$ cat config.mk
export PLATFORM = sky130hd
export DESIGN_NAME = instruction_fetch_unit
export DESIGN_NICKNAME = d
export VERILOG_FILES = /design/src/rtl/instruction_fetch_unit.sv
export SDC_FILE = /design/constraint.sdc
export NUM_CORES = 1
export LEC_CHECK = 0
export BUFFER_PORTS_ARGS = -buffer_cell sky130_fd_sc_hd__buf_2
export CAP_MARGIN = 20
export CORE_MARGIN = 2
export CORE_UTILIZATION = 29
export CTS_BUF_LIST = sky130_fd_sc_hd__clkbuf_2
export CTS_CLUSTER_SIZE = 20
export DETAILED_ROUTE_END_ITERATION = 8
export SYNTH_ARGS = -nofsm -noshare
export SYNTH_HDL_FRONTEND = slang
export SYNTH_SLANG_ARGS = --single-unit
export TNS_END_PERCENT = 20
$ cat constraint.sdc
create_clock -name clk -period 4.4 [get_ports clk]
set_input_delay 0.44 -clock clk [delete_from_list [all_inputs] [get_ports clk]]
set_output_delay 0.44 -clock clk [all_outputs]
set_load 0.1 [all_outputs]
$ cat src/rtl/instruction_fetch_unit.sv
// IF stage: owns the fetch PC, keeps one imem read in flight, feeds IF/ID through a slot plus skid.
// Optional misaligned-redirect trap: define IFU_MISALIGN_TRAP_EN.
module instruction_fetch_unit #(
    parameter logic [31:0] RESET_PC = 32'h0000_0000
) (
    input  logic        clk,
    input  logic        rst_n,
    input  logic        stall,
    input  logic        redirect,
    input  logic [31:0] redirect_pc,
    output logic        imem_req,
    output logic [31:0] imem_addr,
    input  logic        imem_ready,
    input  logic        imem_rvalid,
    input  logic [31:0] imem_rdata,
`ifdef IFU_MISALIGN_TRAP_EN
    output logic        misaligned_IF,
`endif
    output logic [31:0] pc0_IF,
    output logic [31:0] pc4_IF,
    output logic [31:0] instruction_IF,
    output logic        invalid_IF
);

    localparam logic [31:0] NOP = 32'h0000_0013;

    typedef enum logic [2:0] {
        S_FETCH,
        S_WAIT,
        S_DRAIN,
`ifdef IFU_MISALIGN_TRAP_EN
        S_HALT,
`endif
        S_HOLD
    } state_e;

    state_e      state_q, state_d;
    logic [31:0] fetch_pc_q, fetch_pc_d;
    logic [31:0] req_pc_q, req_pc_d;
    logic        slot_v_q, slot_v_d;
    logic [31:0] slot_pc_q, slot_pc_d;
    logic [31:0] slot_ins_q, slot_ins_d;
    logic        skid_v_q, skid_v_d;
    logic [31:0] skid_pc_q, skid_pc_d;
    logic [31:0] skid_ins_q, skid_ins_d;
`ifdef IFU_MISALIGN_TRAP_EN
    logic        mis_q, mis_d;
`endif

    logic        consume;
    logic        accept;
    logic [31:0] tgt;

    assign imem_req       = rst_n && (state_q == S_FETCH);
    assign imem_addr      = fetch_pc_q;
    assign accept         = imem_req && imem_ready;
    assign consume        = slot_v_q && !stall;
    assign tgt            = redirect_pc & ~32'h3;
    assign pc0_IF         = slot_pc_q;
    assign pc4_IF         = slot_pc_q + 32'd4;
    assign instruction_IF = slot_v_q ? slot_ins_q : NOP;
    assign invalid_IF     = !slot_v_q;
`ifdef IFU_MISALIGN_TRAP_EN
    assign misaligned_IF  = mis_q;
`endif

    always_comb begin
        state_d    = state_q;
        fetch_pc_d = fetch_pc_q;
        req_pc_d   = req_pc_q;
        slot_v_d   = slot_v_q;
        slot_pc_d  = slot_pc_q;
        slot_ins_d = slot_ins_q;
        skid_v_d   = skid_v_q;
        skid_pc_d  = skid_pc_q;
        skid_ins_d = skid_ins_q;
`ifdef IFU_MISALIGN_TRAP_EN
        mis_d      = mis_q;
`endif
        if (redirect) begin
            slot_v_d   = 1'b0;
            skid_v_d   = 1'b0;
            fetch_pc_d = tgt;
            // a request still in flight must have its response swallowed
            if (((state_q == S_WAIT || state_q == S_DRAIN) && !imem_rvalid)
                || (state_q == S_FETCH && accept))
                state_d = S_DRAIN;
            else
                state_d = S_FETCH;
`ifdef IFU_MISALIGN_TRAP_EN
            mis_d = 1'b0;
            if (redirect_pc[1:0] != 2'b00) begin
                slot_v_d   = 1'b1;
                slot_pc_d  = redirect_pc;
                slot_ins_d = NOP;
                mis_d      = 1'b1;
                state_d    = S_HALT;
            end
`endif
        end else begin
            if (consume) begin
                slot_v_d = 1'b0;
`ifdef IFU_MISALIGN_TRAP_EN
                mis_d    = 1'b0;
`endif
            end
            unique case (state_q)
                S_FETCH: begin
                    if (accept) begin
                        req_pc_d = fetch_pc_q;
                        state_d  = S_WAIT;
                    end
                end
                S_WAIT: begin
                    if (imem_rvalid) begin
                        fetch_pc_d = req_pc_q + 32'd4;
                        if (!slot_v_q || consume) begin
                            slot_v_d   = 1'b1;
                            slot_pc_d  = req_pc_q;
                            slot_ins_d = imem_rdata;
                            state_d    = S_FETCH;
                        end else begin
                            skid_v_d   = 1'b1;
                            skid_pc_d  = req_pc_q;
                            skid_ins_d = imem_rdata;
                            state_d    = S_HOLD;
                        end
                    end
                end
                S_HOLD: begin
                    if (consume) begin
                        slot_v_d   = skid_v_q;
                        slot_pc_d  = skid_pc_q;
                        slot_ins_d = skid_ins_q;
                        skid_v_d   = 1'b0;
                        state_d    = S_FETCH;
                    end
                end
                S_DRAIN: begin
                    if (imem_rvalid)
                        state_d = S_FETCH;
                end
`ifdef IFU_MISALIGN_TRAP_EN
                S_HALT: state_d = S_HALT;
`endif
                default: state_d = S_FETCH;
            endcase
        end
    end

    always_ff @(posedge clk) begin
        if (!rst_n) begin
            state_q    <= S_FETCH;
            fetch_pc_q <= RESET_PC;
            req_pc_q   <= RESET_PC;
            slot_v_q   <= 1'b0;
            slot_pc_q  <= RESET_PC;
            slot_ins_q <= NOP;
            skid_v_q   <= 1'b0;
            skid_pc_q  <= RESET_PC;
            skid_ins_q <= NOP;
`ifdef IFU_MISALIGN_TRAP_EN
            mis_q      <= 1'b0;
`endif
        end else begin
            state_q    <= state_d;
            fetch_pc_q <= fetch_pc_d;
            req_pc_q   <= req_pc_d;
            slot_v_q   <= slot_v_d;
            slot_pc_q  <= slot_pc_d;
            slot_ins_q <= slot_ins_d;
            skid_v_q   <= skid_v_d;
            skid_pc_q  <= skid_pc_d;
            skid_ins_q <= skid_ins_d;
`ifdef IFU_MISALIGN_TRAP_EN
            mis_q      <= mis_d;
`endif
        end
    end

endmodule

==> summary by stage, run 1 <==
Status
The flow ran to the end, and the final reports show no timing, DRC or antenna violations.

Finish
The share of final-layout standard cells stronger than drive strength 1 is about a fifth. In the layout the commonest cells are 250 x sky130_fd_sc_hd__nand2_1, 197 x sky130_fd_sc_hd__buf_2, 196 x sky130_fd_sc_hd__dfxtp_1. The final layout net count is between 1000 and 1500.

From synthesis to final layout, the design area changed by 24.18%. Cells fill between 30% and 40% of the core in the end. Leaving out fill and tap cells, the most frequent cell in the layout is sky130_fd_sc_hd__nand2_1. The finished cells cover between 10000 and 15000 sq um.

Power
The worst-case IR drop observed on VDD is between 0.1 and 0.15 mV. The power density over the cells is roughly 320 nW/um^2. The static leakage is 4.264 nW.

The overall power after layout is approximately 3.6 mW.

Synth
Synthesis inferred between 150 and 200 register bits. The mean post-synth cell area is 8.008 sq um. After Yosys synthesis, full adders, half adders and majority gates account for 0.8224% of the synthesized area. The synthesized netlist devotes between 20% and 30% of its cell area to simple gates. After synthesis, the largest area contributor takes up between 40% and 50% of total cell area. In the synthesized netlist the dominant register cell turns out to be sky130_fd_sc_hd__dfxtp_1. In the post-synthesis netlist, the biggest area contributors are sky130_fd_sc_hd__dfxtp_1 43%, sky130_fd_sc_hd__nand2_1 10%, sky130_fd_sc_hd__a21oi_1 6.9%, sky130_fd_sc_hd__mux2i_1 6.7%, sky130_fd_sc_hd__a211oi_1 5.3%. The portion of the post-synthesis area used by sequential elements is between 40% and 50%. The largest total area in the synthesized netlist belongs to sky130_fd_sc_hd__dfxtp_1.

After technology mapping, the gate count stands at approximately 1100. The share of the synthesized netlist area taken by xor and xnor gates is between 5 and 6%. The count of different cell masters after synthesis is 43.

Yosys mapped a number of flops with a built-in enable equal to 0. The number of synthesis warnings is 0. When the netlist entered floorplanning its net count stood at about 1200. Measured against the total synthesized area, the mux share comes to under 10%.

After synthesis the cells add up to roughly 9000 sq um. The share of synthesized flip-flops with an asynchronous set or reset is 0%. Summing the areas of all compound-gate instances in the mapped netlist gives between 10% and 20% of the synthesized area. The largest family of logic cells by synthesized area is simple AND/OR/NAND/NOR gates.

Route
Once detail routing completed, the nets flagged for antenna violations numbered 0. For this run, design rule violations remaining after detail routing come to 0. Wires add up to ~27 mm. In the routed layout, each cell is associated on average with a via count of around 4.9. In the final routed layout, each cell accounts on average for about 16 microns.

For this run, the detailed router's first-pass iteration total came to 5. The first routing iteration left a little under 600 violations. For this block, the via count after detailed routing is ~8500.

STA
The final critical-path share of the clock period is between 80% and 90%. The final number of max-transition violations came to 0. Timing would allow up to around 270 MHz. Setup repair after global routing left no endpoint under its margin. The transition time at the pin with the least slew margin is around 0.9 ns. The count of final hold-check violations came to 0. On the final layout, the worst hold slack is 0.1314 ns.

For the final routed database, the setup TNS stands at 0 ns. The clock skew after layout is about 0.04 ns. Counting I/O delays and the setup requirement, the final critical path takes around 3.7 ns. The worst pin sits at a relative slew slack of between 40 and 50%. Setup violations remaining at the end of the flow were counted as 0.

Clock tree
At the later pin of the worst-skew pair, clock insertion delay measures roughly 0.8 ns. Buffers inserted to repair hold after CTS numbered between 60 and 70. TritonCTS built the clock tree.

The number of setup buffers added after CTS is 0. The number of cells upsized or downsized after cts is 0. The buffer depth of the longest clock path is 2. The clock slew at the register clock pins of the worst setup and hold paths is roughly 0.32 ns. The H-tree was split into 4 levels.

The CTS buffer count is 17. Counting every sink on the clock net gives between 150 and 200. Clock tree synthesis selected as its root buffer the cell sky130_fd_sc_hd__clkbuf_2.

Worst setup path
The largest single stage delay on the critical path is 0.50 ns. The arrival time of data at the critical path endpoint is approximately 3.3 ns. The type of the setup path with the least slack is flop to output port.

The worst setup path is launched from a flop. The slowest stage of the critical path is the sky130_fd_sc_hd__dfxtp_1 cell. Walking the worst path, the cells encountered are ha_1 > and3_1 > nand4_1 > nor3_1 > xor2_1 > buf_2. The startpoint of the most critical setup path is pc0_IF[2]$_SDFFE_PN0P_. STA classifies the critical path endpoint as an output port. The maximum fanout encountered on the critical timing path is 8.

The data required time of the worst path is roughly 4.0 ns. The worst register-to-register path begins at state_q[1]$_SDFFE_PN0P_.

Die
The core area is ~31000 sq um. In this run the count of I/O pins placed on the die edge is 200. The floorplan die area is about 33000 sq um.

The initial standard-cell utilization of the core is 29.61%. The row count is 64. The die boundary height is 181.4 microns.

The die width is ~180 microns.

Place
The area after detailed placement is 10370 sq um. The weighted congestion at the end of routability-driven global placement is between 0.7 and 0.8. Detailed placement ended at an HPWL of around 18 mm.

Port buffering added a little under 200 buffers.

GRT
The number of global-route vias before repair is 7705. In the global route stage, overall resource usage came out at between 10% and 20%. The pin count of the biggest net entering global routing is 129.

The wire length of the first global-routing pass is 42.79 mm. Summed over all layers, the global routing overflow is 0. The number of antenna violations at the first check in global routing is 1.

Job
The number of maximum-capacitance violations is 0.

Min path
The startpoint identified for the worst hold timing path is imem_rvalid. The path class of the tightest hold or removal check is primary input to flop.
[synthesized netlist by cell type, types with 2 or more instances]
master	number
sky130_fd_sc_hd__nand2_1	250
sky130_fd_sc_hd__dfxtp_1	196
sky130_fd_sc_hd__a21oi_1	125
sky130_fd_sc_hd__nor2_1	112
sky130_fd_sc_hd__a211oi_1	65
sky130_fd_sc_hd__clkbuf_1	64
sky130_fd_sc_hd__mux2i_1	61
sky130_fd_sc_hd__and2_1	31
sky130_fd_sc_hd__xnor2_1	30
sky130_fd_sc_hd__nand3_1	26
sky130_fd_sc_hd__xor2_1	25
sky130_fd_sc_hd__buf_2	21
sky130_fd_sc_hd__o22ai_1	17
sky130_fd_sc_hd__o21ai_0	13
sky130_fd_sc_hd__and3_1	11
sky130_fd_sc_hd__inv_1	10
sky130_fd_sc_hd__nand4_1	10
sky130_fd_sc_hd__nor3_1	9
sky130_fd_sc_hd__and4_1	7
sky130_fd_sc_hd__ha_1	6
sky130_fd_sc_hd__nand2b_1	6
sky130_fd_sc_hd__nor4_2	6
sky130_fd_sc_hd__nor2b_1	5
sky130_fd_sc_hd__buf_1	3
sky130_fd_sc_hd__nand4_2	3
sky130_fd_sc_hd__nor4_1	3
sky130_fd_sc_hd__nor4_4	3
sky130_fd_sc_hd__o211a_1	3
sky130_fd_sc_hd__o211ai_1	3
sky130_fd_sc_hd__a31oi_1	2
sky130_fd_sc_hd__buf_4	2
[logic make-up (layout without fill, tap and decap cells)]
kind of cell,count (synthesis),after routing
AOI/OAI and AO/OA,235,235
buffers and inverters,102,322
muxes,61,61
adders and majority gates,6,6
other,0,1
and+or+nand+nor,485,485
xor gates and xnor gates,55,55
DFF,196,196
[worst paths after layout]
kind | to | slack [ns] | cells after the start
worst max-delay path | pc4_IF[30] | 0.69 | 6
worst min-delay path | state_q[0]$_SDFFE_PN0P_ | 0.13 | 5
worst max register to register | skid_ins_q[4]$_SDFFE_PN1P_ | 1.32 | 10
worst min register to register | skid_ins_q[31]$_SDFFE_PN0P_ | 0.47 | 2
[critical path: cells and delay by family (launching register included)]
| family | cells | cell delay (ns) |
|---|---|---|
| XOR/XNOR | 1 | 0.21 |
| AND/OR/NAND/NOR | 3 | 1.08 |
| flip-flops | 1 | 0.50 |
| buffers and inverters | 1 | 0.46 |
| adder cells (fa/ha/maj) | 1 | 0.24 |
[flip-flops by register name (all words and copies together) (netlist names)]
| register | count |
|---|---|
| slot_ins_q | 32 |
| imem_addr | 32 |
| pc0_IF | 32 |
| state_q | 2 |
| req_pc_q | 32 |
| skid_pc_q | 32 |
| slot_v_q | 1 |
| skid_v_q | 1 |
| skid_ins_q | 32 |
[metrics by stage]
stage | instances | worst slack, ns
finish | 1757 | 0.6930
global route | 1757 | 0.3822
CTS | 1756 | 0.5450
detailed placement | 1655 | 1.520
global placement | 1655 | 1.561
floorplan | 1140 | 0.2881
[area by class of cell]
class	count	area [sq um]
inverter	11	43.79
multi-input combinational	842	4812
tap	396	495.5
clock inverter	15	186.4
clock buffer	17	85.08
antenna	1	2.502
sequential	196	3924
fill	3182	19490
timing repair buffer	279	1787
[power by group]
part / switching (mW) / total, mW / internal (mW)
registers: 0.0572 / 1.89 / 1.84
clock network: 0.696 / 0.993 / 0.297
logic: 0.547 / 0.722 / 0.174
total: 1.30 / 3.61 / 2.31
[layer usage]
metal | vias up | GRT usage (%) | wire, microns
li1 | 4289 | - | -
met2 | 224 | 24.67 | 11950
met4 | 0 | 5.593 | 548
met3 | 30 | 2.688 | 1143
met1 | 3991 | 23.41 | 13600
met5 | - | 0 | 0
(Power assumes the default switching activity.)
==> run 2: changes to the inputs <==
Clock period 4.4 ns to 3.5 ns, I/O delays scaled along.
==> run 2 against run 1 <==
First-iteration DRC count shrank 4.1%. Hold slack gained 0.23 ns. Non-clock buffer count grew 26. Clock skew grew 0.017 ns. Register-to-register slack lost 0.77 ns. Critical endpoint is now pc4_IF[26]. Clock power grew 19%. Final cell count grew 1.4%.
==> summary by stage, run 2 (synthesis results as in run 1) <==
Finish
The area of all sequential standard cells was 3924 sq um (unchanged). The area of the multi-input gates came to 4881 sq um (was 4812 sq um). The filler cell count is 3209 (was 3182). Commonest non-fill, non-tap cells in the layout: 250 x sky130_fd_sc_hd__nand2_1, 196 x sky130_fd_sc_hd__dfxtp_1, 187 x sky130_fd_sc_hd__buf_2 (was 250 x sky130_fd_sc_hd__nand2_1, 197 x sky130_fd_sc_hd__buf_2, 196 x sky130_fd_sc_hd__dfxtp_1). The final design area excluding fillers was 11650 sq um (was 11340 sq um). The final layout net count is 1449 (was 1423). The share of final-layout standard cells stronger than drive strength 1 is 19.71% (was 19.12%). The commonest non-fill, non-tap cell in the layout is sky130_fd_sc_hd__nand2_1 (unchanged). The post-synthesis to final-layout area growth came to 27.59% (was 24.18%).

Worst setup path
The slack of the worst reg-to-reg path is 0.55 ns (was 1.32 ns). The path depth of the worst reg2reg path is 7 (was 10). The endpoint of the worst-slack reg-to-reg timing path is imem_addr[22]$_SDFFE_PN0P_ (was skid_ins_q[4]$_SDFFE_PN1P_). The type of the setup path with the least slack is flop to output port (unchanged). The arrival time of data at the critical path endpoint came to 2.85 ns (was 3.27 ns). The slowest cell on the critical path is sky130_fd_sc_hd__dfxtp_1 (unchanged).

The longest individual stage delay on the worst path was 0.49 ns (was 0.50 ns). The beginning of the worst register-to-register path is req_pc_q[3]$_SDFFE_PN0P_ (was state_q[1]$_SDFFE_PN0P_). The maximum fanout encountered on the critical timing path is 7 (was 8). The endpoint class of the critical path is an output port (unchanged). The count of buffering cells on the critical path with inverters included is 2 (was 1). Sequence of cells on the critical path: ha_1 > and3_1 > nand4_1 > buf_4 > nor3_2 > xor2_4 > clkbuf_4 (was ha_1 > and3_1 > nand4_1 > nor3_1 > xor2_1 > buf_2). The type of element launching the critical path is a flop (unchanged).

The largest delay contributor family on the critical path is simple AND/OR/NAND/NOR gates (unchanged). The data required time of the worst path is 3.15 ns (was 3.96 ns).

Route
The routed via count is 8558 (was 8534). The remaining number of nets flagged by the antenna check after routing was 0 (unchanged). The number of DRC markers after the initial detailed-route iteration is 564 (was 588). The routed length per instance came to 15.15 microns (was 15.51 microns).

The per-cell via count in the routed design is 4.802 (was 4.857). The post-detailed-route DRC marker count is 0 (unchanged). The wire length on met2 is 11.88 mm (was 11.95 mm).

The count of TritonRoute iterations in the first routing pass was 4 (was 5). The length of routed met3 wiring is 1.194 mm (was 1.143 mm). The routed length on met1 was 13.34 mm (was 13.60 mm). The uppermost layer routed is met4 (unchanged). The sum of routed wire length over all layers was 27.01 mm (was 27.24 mm).

Power
The highest ir drop seen on vdd is 0.1889 mV (was 0.1321 mV). The part of the total power dissipated in sequential elements is 53.1% (was 52.5%). The static leakage is 4.402 nW (was 4.264 nW).

The power density over the cells was 385.0 nW/um^2 (was 318.3 nW/um^2). The overall power after layout is 4.484 mW (was 3.608 mW). The clock share of power is 26.3% (was 27.5%). The cell internal power dissipation is 2.942 mW (was 2.308 mW). The net switching power is 1.542 mW (was 1.300 mW). The switching share of total power is 34.39% (was 36.03%). The share of power burned in combinational logic is 20.6% (was 20.0%).

STA
The top achievable clock speed is between 300 and 400 MHz. The final number of max-transition violations came to 0 (unchanged). The final critical-path share of the clock period is between 90% and 100%. The clock period could shrink to roughly 3.2 ns. The worst slew margin relative to its limit is 35.70% (was 40.44%). The transition time at the pin with the least slew margin was 0.9644 ns (was 0.8934 ns). The worst-case hold slack is 0.3586 ns (was 0.1314 ns).

Setup repair after global routing missed its margin: true (was false). The count of final hold-check violations is 0 (unchanged). The clock skew after layout was 0.05714 ns (was 0.03994 ns). The count of final setup violators is 0 (unchanged). The post-route worst setup slack is 0.2968 ns (was 0.6930 ns).

GRT
The number of antenna violations at the first check in global routing came to 1 (unchanged). The number of global-route vias before repair is 7810 (was 7705). The aggregate global routing overflow is 0 (unchanged).

The total routing usage reported by global routing came to 16.23% (was 16.30%). The pin count of the biggest net entering global routing is 89 (was 129). The wire length of the first global-routing pass is 42.66 mm (was 42.79 mm).

Die
The count of boundary I/O pins was 200 (unchanged). The die boundary height is 181.4 microns (unchanged). The die width was 181.4 microns (unchanged). The core area is 30830 sq um (unchanged). The initial standard-cell utilization of the core was 29.61% (unchanged). The floorplan die area is 32910 sq um (unchanged). The row count is 64 (unchanged).

Place
The HPWL after detailed placement is 18.41 mm (was 18.11 mm). The worst setup slack before clock tree synthesis is 0.5846 ns (was 1.520 ns). The area after detailed placement is 10450 sq um (was 10370 sq um). The weighted congestion at the end of routability-driven global placement is 0.8132 (was 0.7767). The count of buffers inserted at the top-level ports is 197 (unchanged).

Clock tree
The CTS sink count is 196 (unchanged). The TritonCTS clock tree is yes (unchanged). The buffer depth of the longest clock path came to 2 (unchanged).

The clock insertion delay at the later pin of the skew report is 0.76 ns (was 0.80 ns). The cell chosen for the clock root is sky130_fd_sc_hd__clkbuf_2 (unchanged). The clock slew at the register clock pins of the worst setup and hold paths was 0.26 ns (was 0.32 ns). The depth of the CTS H-tree is 4 (unchanged).

The CTS buffer count is 17 (unchanged).

Min path
The hold path startpoint was imem_rdata[22] (was imem_rvalid). The endpoint of the worst hold path was skid_ins_q[22]$_SDFFE_PN0P_ (was state_q[0]$_SDFFE_PN0P_). The worst hold-check path type was primary input to flop (unchanged). The worst hold path depth came to 4 (was 5).

Job
The number of maximum-capacitance violations is 0 (unchanged).

Status
Run status: complete, no violations (unchanged).
run 2: changes by cell type in the layout (fill, tap and decap cells not counted), sizes merged:
| cell | previous run | this run |
|---|---|---|
| clkinvlp | 0 | 2 |
| inv | 21 | 12 |
| buf | 210 | 212 |
| dlygate4sd3 | 69 | 87 |
| clkinv | 3 | 7 |
| clkbuf | 17 | 24 |
| bufinv | 2 | 3 |
run 2: worst max path at each step:
stage                            from    endpoint  slack, ns  cells after the start
3_3_place_gp   pc0_IF[2]$_SDFFE_PN0P_  pc4_IF[26]       0.66                      6
3_5_place_dp   pc0_IF[2]$_SDFFE_PN0P_  pc4_IF[26]       0.58                      6
4_1_cts        pc0_IF[4]$_SDFFE_PN0P_  pc4_IF[31]      -0.24                      6
6_report       pc0_IF[2]$_SDFFE_PN0P_  pc4_IF[26]       0.30                      7
2_1_floorplan  pc0_IF[2]$_SDFFE_PN0P_  pc4_IF[30]      -0.47                      6
5_1_grt        pc0_IF[2]$_SDFFE_PN0P_  pc4_IF[18]      -0.01                      8
run 2: power groups by stage:
stage / Combinational, mW / Clock (mW) / Sequential [mW]
after floorplan: 0.402 / 0 / 2.68
after global placement: 0.841 / 0 / 2.42
after detailed placement: 0.844 / 0 / 2.42
after CTS: 0.924 / 1.23 / 2.38
after global routing: 0.976 / 1.33 / 2.40
final: 0.925 / 1.18 / 2.38
run 2: area by class of cell:
class                           instances  area share, %
Multi-Input combinational cell        842          41.91
Sequential cell                       196          33.69
Timing Repair Buffer                  305          17.62
Tap cell                              396          4.254
Clock inverter                         13          1.364
Clock buffer                           18         0.7734
Inverter                               11         0.3760
Antenna cell                            1        0.02148
run 2: stage by stage:
| stage | instances | utilization [%] | setup TNS, ns |
|---|---|---|---|
| 2_1_floorplan | 1140 | - | -5.180 |
| 4_1_cts | 1779 | 37.65 | -0.2357 |
| 6_report | 1782 | 37.78 | 0 |
| 3_5_place_dp | 1659 | 33.91 | 0 |
| 5_1_grt | 1782 | 37.78 | -0.01359 |
| 3_3_place_gp | 1659 | 33.91 | 0 |
run 2: worst min-delay path: cells and delay by family:
family	cells	cell delay (ns)
simple gates	1	0.05
compound gates	1	0.05
buf+inv	2	0.65
run 2: what timing repair did:
action	4_1_cts	5_1_grt
pin swaps	1	1
cloned	0	0
endpoints found under the hold margin	121	0
endpoints found under the setup margin	11	12
hold buffers	87	0
setup buffers	2	2
resized for setup	6	7
run 2: routing by layer:
layer,up-vias,global-route usage (%)
met4,0,5.171
li1,4350,-
met2,215,25.20
met5,-,0
met1,3960,23.01
met3,33,2.587
